`src/rtl/timer_capture_if.sv`:
```
// Configuration, measured signal and result bundle for timer_capture.
// The master side drives capture setup and the pulse stream; the slave side is the capture block.
interface timer_capture_if;
    logic       cap_en;
    logic [1:0] mode;
    logic [7:0] window;
    logic       sig_in;
    logic [7:0] cap_value;
    logic       cap_valid;
    logic       overflow;
    logic       busy;

    modport master (
        output cap_en, mode, window, sig_in,
        input  cap_value, cap_valid, overflow, busy
    );

    modport slave (
        input  cap_en, mode, window, sig_in,
        output cap_value, cap_valid, overflow, busy
    );
endinterface

```
`src/rtl/timer_capture.sv`:
```
// Input-capture unit: measures high-pulse width, rise-to-rise period or rising-edge
// count over a window on a synchronized pulse stream, reporting 8-bit saturating results.
module timer_capture #(
    parameter int unsigned SYNC_STAGES = 2
) (
    input  logic           clk,
    input  logic           rst,
    timer_capture_if.slave cap_if
);
    typedef enum logic [1:0] {
        IDLE    = 2'b00,
        ARM     = 2'b01,
        MEASURE = 2'b10
    } state_e;

    typedef enum logic [1:0] {
        MODE_WIDTH  = 2'b00,
        MODE_PERIOD = 2'b01,
        MODE_EDGE   = 2'b10,
        MODE_OFF    = 2'b11
    } mode_e;

    state_e                 state_q, state_d;
    mode_e                  mode_q, mode_d;
    mode_e                  mode_in;
    logic [SYNC_STAGES-1:0] sync_q, sync_d;
    logic                   sig_d_q, sig_d_d;
    logic [7:0]             cnt_q, cnt_d;
    logic [8:0]             win_q, win_d;
    logic                   ovf_q, ovf_d;
    logic [7:0]             cap_value_q, cap_value_d;
    logic                   cap_valid_q, cap_valid_d;
    logic                   overflow_q, overflow_d;
    logic                   busy_q, busy_d;

    logic                   sig_s, rise, fall, abort;
    logic [7:0]             cnt_inc;
    logic                   ovf_inc;
    logic [7:0]             cnt_edge;
    logic                   ovf_edge;
    logic [8:0]             win_load;

    assign mode_in  = mode_e'(cap_if.mode);
    assign sig_s    = sync_q[SYNC_STAGES-1];
    assign rise     = sig_s & ~sig_d_q;
    assign fall     = ~sig_s & sig_d_q;
    assign abort    = !cap_if.cap_en || (mode_in == MODE_OFF) || (mode_in != mode_q);
    // A window of 0 stands for 256 cycles, hence the 9-bit window counter.
    assign win_load = {cap_if.window == 8'd0, cap_if.window};

    assign cap_if.cap_value = cap_value_q;
    assign cap_if.cap_valid = cap_valid_q;
    assign cap_if.overflow  = overflow_q;
    assign cap_if.busy      = busy_q;

    always_comb begin
        cnt_inc = cnt_q;
        ovf_inc = ovf_q;
        if (cnt_q == 8'hFF) begin
            ovf_inc = 1'b1;
        end else begin
            cnt_inc = cnt_q + 8'd1;
        end
        cnt_edge = rise ? cnt_inc : cnt_q;
        ovf_edge = rise ? ovf_inc : ovf_q;
    end

    always_comb begin
        state_d     = state_q;
        mode_d      = mode_q;
        sync_d      = {sync_q[SYNC_STAGES-2:0], cap_if.sig_in};
        sig_d_d     = sig_s;
        cnt_d       = cnt_q;
        win_d       = win_q;
        ovf_d       = ovf_q;
        cap_value_d = cap_value_q;
        cap_valid_d = 1'b0;
        overflow_d  = overflow_q;

        case (state_q)
            IDLE: begin
                if (cap_if.cap_en && (mode_in != MODE_OFF)) begin
                    state_d = ARM;
                    mode_d  = mode_in;
                    if (mode_in == MODE_EDGE) begin
                        win_d = win_load;
                    end
                end
            end
            ARM: begin
                if (abort) begin
                    state_d = IDLE;
                end else if (mode_q == MODE_EDGE) begin
                    state_d = MEASURE;
                    cnt_d   = '0;
                    ovf_d   = 1'b0;
                end else if (rise) begin
                    state_d = MEASURE;
                    cnt_d   = 8'd1;
                    ovf_d   = 1'b0;
                end
            end
            MEASURE: begin
                if (abort) begin
                    state_d = IDLE;
                end else begin
                    case (mode_q)
                        MODE_WIDTH: begin
                            if (fall) begin
                                cap_value_d = cnt_q;
                                overflow_d  = ovf_q;
                                cap_valid_d = 1'b1;
                                state_d     = ARM;
                            end else if (sig_s) begin
                                cnt_d = cnt_inc;
                                ovf_d = ovf_inc;
                            end
                        end
                        MODE_PERIOD: begin
                            // A rise landing on a full counter is reported as saturated.
                            if (rise) begin
                                cap_value_d = cnt_q;
                                overflow_d  = ovf_q | (cnt_q == 8'hFF);
                                cap_valid_d = 1'b1;
                                cnt_d       = 8'd1;
                                ovf_d       = 1'b0;
                            end else begin
                                cnt_d = cnt_inc;
                                ovf_d = ovf_inc;
                            end
                        end
                        MODE_EDGE: begin
                            if (win_q == 9'd1) begin
                                cap_value_d = cnt_edge;
                                overflow_d  = ovf_edge;
                                cap_valid_d = 1'b1;
                                win_d       = win_load;
                                cnt_d       = '0;
                                ovf_d       = 1'b0;
                            end else begin
                                win_d = win_q - 9'd1;
                                cnt_d = cnt_edge;
                                ovf_d = ovf_edge;
                            end
                        end
                        default: state_d = IDLE;
                    endcase
                end
            end
            default: state_d = IDLE;
        endcase

        busy_d = (state_d != IDLE);
    end

    always_ff @(posedge clk) begin
        if (rst) begin
            state_q     <= IDLE;
            mode_q      <= MODE_WIDTH;
            sync_q      <= '0;
            sig_d_q     <= 1'b0;
            cnt_q       <= '0;
            win_q       <= '0;
            ovf_q       <= 1'b0;
            cap_value_q <= '0;
            cap_valid_q <= 1'b0;
            overflow_q  <= 1'b0;
            busy_q      <= 1'b0;
        end else begin
            state_q     <= state_d;
            mode_q      <= mode_d;
            sync_q      <= sync_d;
            sig_d_q     <= sig_d_d;
            cnt_q       <= cnt_d;
            win_q       <= win_d;
            ovf_q       <= ovf_d;
            cap_value_q <= cap_value_d;
            cap_valid_q <= cap_valid_d;
            overflow_q  <= overflow_d;
            busy_q      <= busy_d;
        end
    end
endmodule

```
`src/flat_wrapper.sv`:
```
// flat-port wrapper written by rule: the top's interface ports become plain ports
module timer_capture_flat 
#(
    parameter int unsigned SYNC_STAGES = 2
)
  (clk, rst, cap_if_cap_en, cap_if_mode, cap_if_window, cap_if_sig_in, cap_if_cap_value, cap_if_cap_valid, cap_if_overflow, cap_if_busy);
  timer_capture_if cap_if_i ();
  input  logic clk;
  input  logic rst;
  input wire logic [$bits(cap_if_i.cap_en)-1:0] cap_if_cap_en;
  input wire logic [$bits(cap_if_i.mode)-1:0] cap_if_mode;
  input wire logic [$bits(cap_if_i.window)-1:0] cap_if_window;
  input wire logic [$bits(cap_if_i.sig_in)-1:0] cap_if_sig_in;
  output wire logic [$bits(cap_if_i.cap_value)-1:0] cap_if_cap_value;
  output wire logic [$bits(cap_if_i.cap_valid)-1:0] cap_if_cap_valid;
  output wire logic [$bits(cap_if_i.overflow)-1:0] cap_if_overflow;
  output wire logic [$bits(cap_if_i.busy)-1:0] cap_if_busy;
  assign cap_if_i.cap_en = cap_if_cap_en;
  assign cap_if_i.mode = cap_if_mode;
  assign cap_if_i.window = cap_if_window;
  assign cap_if_i.sig_in = cap_if_sig_in;
  assign cap_if_cap_value = cap_if_i.cap_value;
  assign cap_if_cap_valid = cap_if_i.cap_valid;
  assign cap_if_overflow = cap_if_i.overflow;
  assign cap_if_busy = cap_if_i.busy;
  timer_capture #(.SYNC_STAGES(SYNC_STAGES)) u_core (.clk(clk), .rst(rst), .cap_if(cap_if_i));
endmodule
```
`config.mk`:
```
export PLATFORM = sky130hd
export DESIGN_NAME = timer_capture_flat
export DESIGN_NICKNAME = d
export VERILOG_FILES = /design/src/rtl/timer_capture_if.sv /design/src/rtl/timer_capture.sv /design/src/flat_wrapper.sv
export SDC_FILE = /design/constraint.sdc
export NUM_CORES = 1
export LEC_CHECK = 0
export BUFFER_PORTS_ARGS = -buffer_cell sky130_fd_sc_hd__clkbuf_2
export CAP_MARGIN = 5
export CORE_MARGIN = 4
export CORE_UTILIZATION = 31
export DETAILED_ROUTE_END_ITERATION = 8
export PLACE_DENSITY_LB_ADDON = 0.05
export REMOVE_ABC_BUFFERS = 1
export SLEW_MARGIN = 20
export SYNTH_ARGS = -nofsm -noshare
export SYNTH_HDL_FRONTEND = slang
export SYNTH_SLANG_ARGS = --single-unit
```
`constraint.sdc`:
```
create_clock -name clk -period 2 [get_ports clk]
set_input_delay 0.2 -clock clk [delete_from_list [all_inputs] [get_ports clk]]
set_output_delay 0.2 -clock clk [all_outputs]
set_load 0.05 [all_outputs]
```
==> reports/results.ini <==
[synthesis]
synth_warnings = 0
netlist_top_cells_count = dfxtp_1, nor2_1, a21oi_1, nand2_1, inv_1
ys_seq_area_share_pct = 27.4
syn_area_per_cell_um2 = 7.94
synth_ff_type = dfxtp_1
syn_inst = 331
ys_top_cells_by_area = dfxtp_1, ha_1, a21oi_1
yosys_register_bits = 36
ys_types = 72
async_reset_ff_share_pct = 0
synth_edf_count = 0
synth_most_common_cell = dfxtp_1
synth_top_area_share_pct = 27.4
synth_area_um2 = 2630
yosysTopAreaCell = dfxtp_1

[placed_design]
place_congestion = 0.852
pre_cts_slack_ns = -0.143
placed_cells = 505
io_buffers = 24
hpwlAfterDp_um = 6540

[finish]
drive_gt1_share_pct = 36.1
num-nets-final = 447
fillers = 859
antenna_cells = 0
area_growth_pct = 41.5
final_cells = 526

[timing]
worst_slack_ns = -0.0702
timing.final.crit_period_ns = 2.07
fmax_ghz = 0.483
fin_tns_setup_ns = -0.225
fin_crit_sh_pct = 104
hold-worst-slack_ns = 0.130
finalHoldViolations = 0
skew_ns = 0.00745
slew_headroom_pct = 63.3
tightest_slew_ns = 0.545
drv_slew = 0
finalSetupViolCount = 8
rsz0062_at_grt = true

[detailed_routing]
finalWirelength_um = 8480
drtAntennaViolNets = 0
initialDrtViolationCount = 200
routedWlPerCell_um = 16.1
drcViolationCount = 0
vias_per_cell = 5.36
first_pass_iters = 4
vias = 2818

[min_path]
hold_class = input pin to flip-flop

[power]
p_leak_uw = 0.00152
ir_worst_vdd_mv = 0.346
power_density_nw_per_um2 = 526
p_total_uw = 1960

[floorplan]
fp-row-count = 33
die-area_um2 = 10000
core-area_um2 = 8220
initial_utilization_pct = 32.0
ioPinCount = 25
die_w_um = 100
die_y_um = 100

[clocking]
htree_levels = 2
clkLatencyLatePin_ns = 0.29
path_clk_slew_ns = 0.08
cts_tree = built
numCtsBuffers = 5
cts_sinks = 36
cts_max_path_buffers = 2
root_buffer = clkbuf_8

[outcome]
status = finished, violations left
violations = setup timing

[global_routing]
grt_pass1_vias = 2784
antenna_found_initial = 0
grt_usage_pct = 17.6
grt_max_degree = 22
grt_pass1_wl_um = 14100
grt.overflow.total = 0

[worst_setup_path]
crit_required_ns = 2.22
crit_path_max_fanout = 6
slowest_delay_ns = 0.52
critPathSlowestCell = or4b_4
arrival_ns = 2.29
end_kind = flip-flop
cp-start-kind = flip-flop
critical_path_class = flip-flop to flip-flop
crit_chain = inv_2, ha_4, or4b_4, o31ai_4, o2111ai_4, or3_1, a21oi_1

[run]
maxCapViolCount = 0

## routing by layer
metal	GRT usage, %	vias to the layer above	wire (µm)
met3	3.27	6	426
met5	0	-	0
met2	28.1	69	3880
li1	-	1434	-
met1	24.5	1309	4090
met4	4.66	0	81
## kinds of logic (layout without fill, tap and decap cells)
logic type / after synthesis / in the layout / synth area share, %
xor+xnor: 4 / 4 / 1.33
mux: 7 / 7 / 2.71
buf+inv: 40 / 130 / 6.23
compound gates: 114 / 114 / 32.4
simple gates: 117 / 117 / 23.7
fa+ha+maj: 13 / 13 / 6.19
flops: 36 / 36 / 27.4
## path summary, 6_finish.rpt
check | start | to | slack [ns] | cells past startpoint
worst min register to register | u_core.cap_if.cap_value[7] | u_core.cap_if.cap_value[7] | 0.46 | 2
worst min-delay path | cap_if_sig_in | u_core.sync_q[0] | 0.13 | 2
worst max register to register | u_core.win_q[1] | u_core.cap_if.cap_value[2] | -0.07 | 7
worst max-delay path | u_core.win_q[1] | u_core.cap_if.cap_value[2] | -0.07 | 7
## cell type report
class	instances	area, µm²	area share, %
tap	105	131	3.53
timing repair buffer	103	766	20.6
inverter	19	71.3	1.92
clock buffer	5	68.8	1.85
multi-input combinational	255	1910	51.4
clock inverter	3	42.5	1.14
sequential	36	728	19.6
## where the power goes
group	switching, µW	leakage [µW]	total, µW	internal (µW)
sequential	17.4	0.000294	759	741
clock	297	0.0000541	666	369
combinational	298	0.00117	531	232
## cell usage in the layout (no fill, tap or decap), drive strengths merged, types with 4 or more instances in the layout
master	count
nand2	25
o211ai	9
a211oi	4
nor3	10
inv	18
nor2	27
o31ai	7
a31oi	9
clkbuf	30
ha	13
o21ai	14
dfxtp	36
a2111oi	4
buf	78
nand3	11
nor2b	5
and3	4
o311ai	4
nand2b	9
a21oi	24
nor4	4
mux2i	6
## registers in the layout (all words and copies together), names as in the netlist
signal                   flops
u_core.sync_q                2
u_core.cnt_q                 8
u_core.cap_if.cap_valid      1
u_core.sig_d_q               1
u_core.cap_if.overflow       1
u_core.win_q                 9
u_core.mode_q                2
u_core.ovf_q                 1
u_core.cap_if.cap_value      8
u_core.cap_if.busy           1
u_core.state_q               2
## worst max-delay path: cells and delay by family (launching register included)
kind / cells / cell delay, ns
buf+inv: 1 / 0.07
flops: 1 / 0.33
fa+ha+maj: 1 / 0.12
simple gates: 2 / 0.92
compound gates: 3 / 0.56
## timing repair
item / 4_1_cts / 5_1_grt
gates cloned: 0 / 1
pin swaps: 6 / 21
buffers inserted: 4 / 8
hold buffers: 0 / 0
endpoints found under the setup margin: 25 / 27
resized for setup: 13 / 34
## per-stage QoR
stage | instance area [µm²] | utilization [%]
3_3_place_gp | 3300 | 40.1
3_5_place_dp | 3300 | 40.1
2_1_floorplan | 2540 | -
5_1_grt | 3720 | 45.3
4_1_cts | 3490 | 42.5
6_report | 3720 | 45.3
Power figures use the tool's default switching activity.
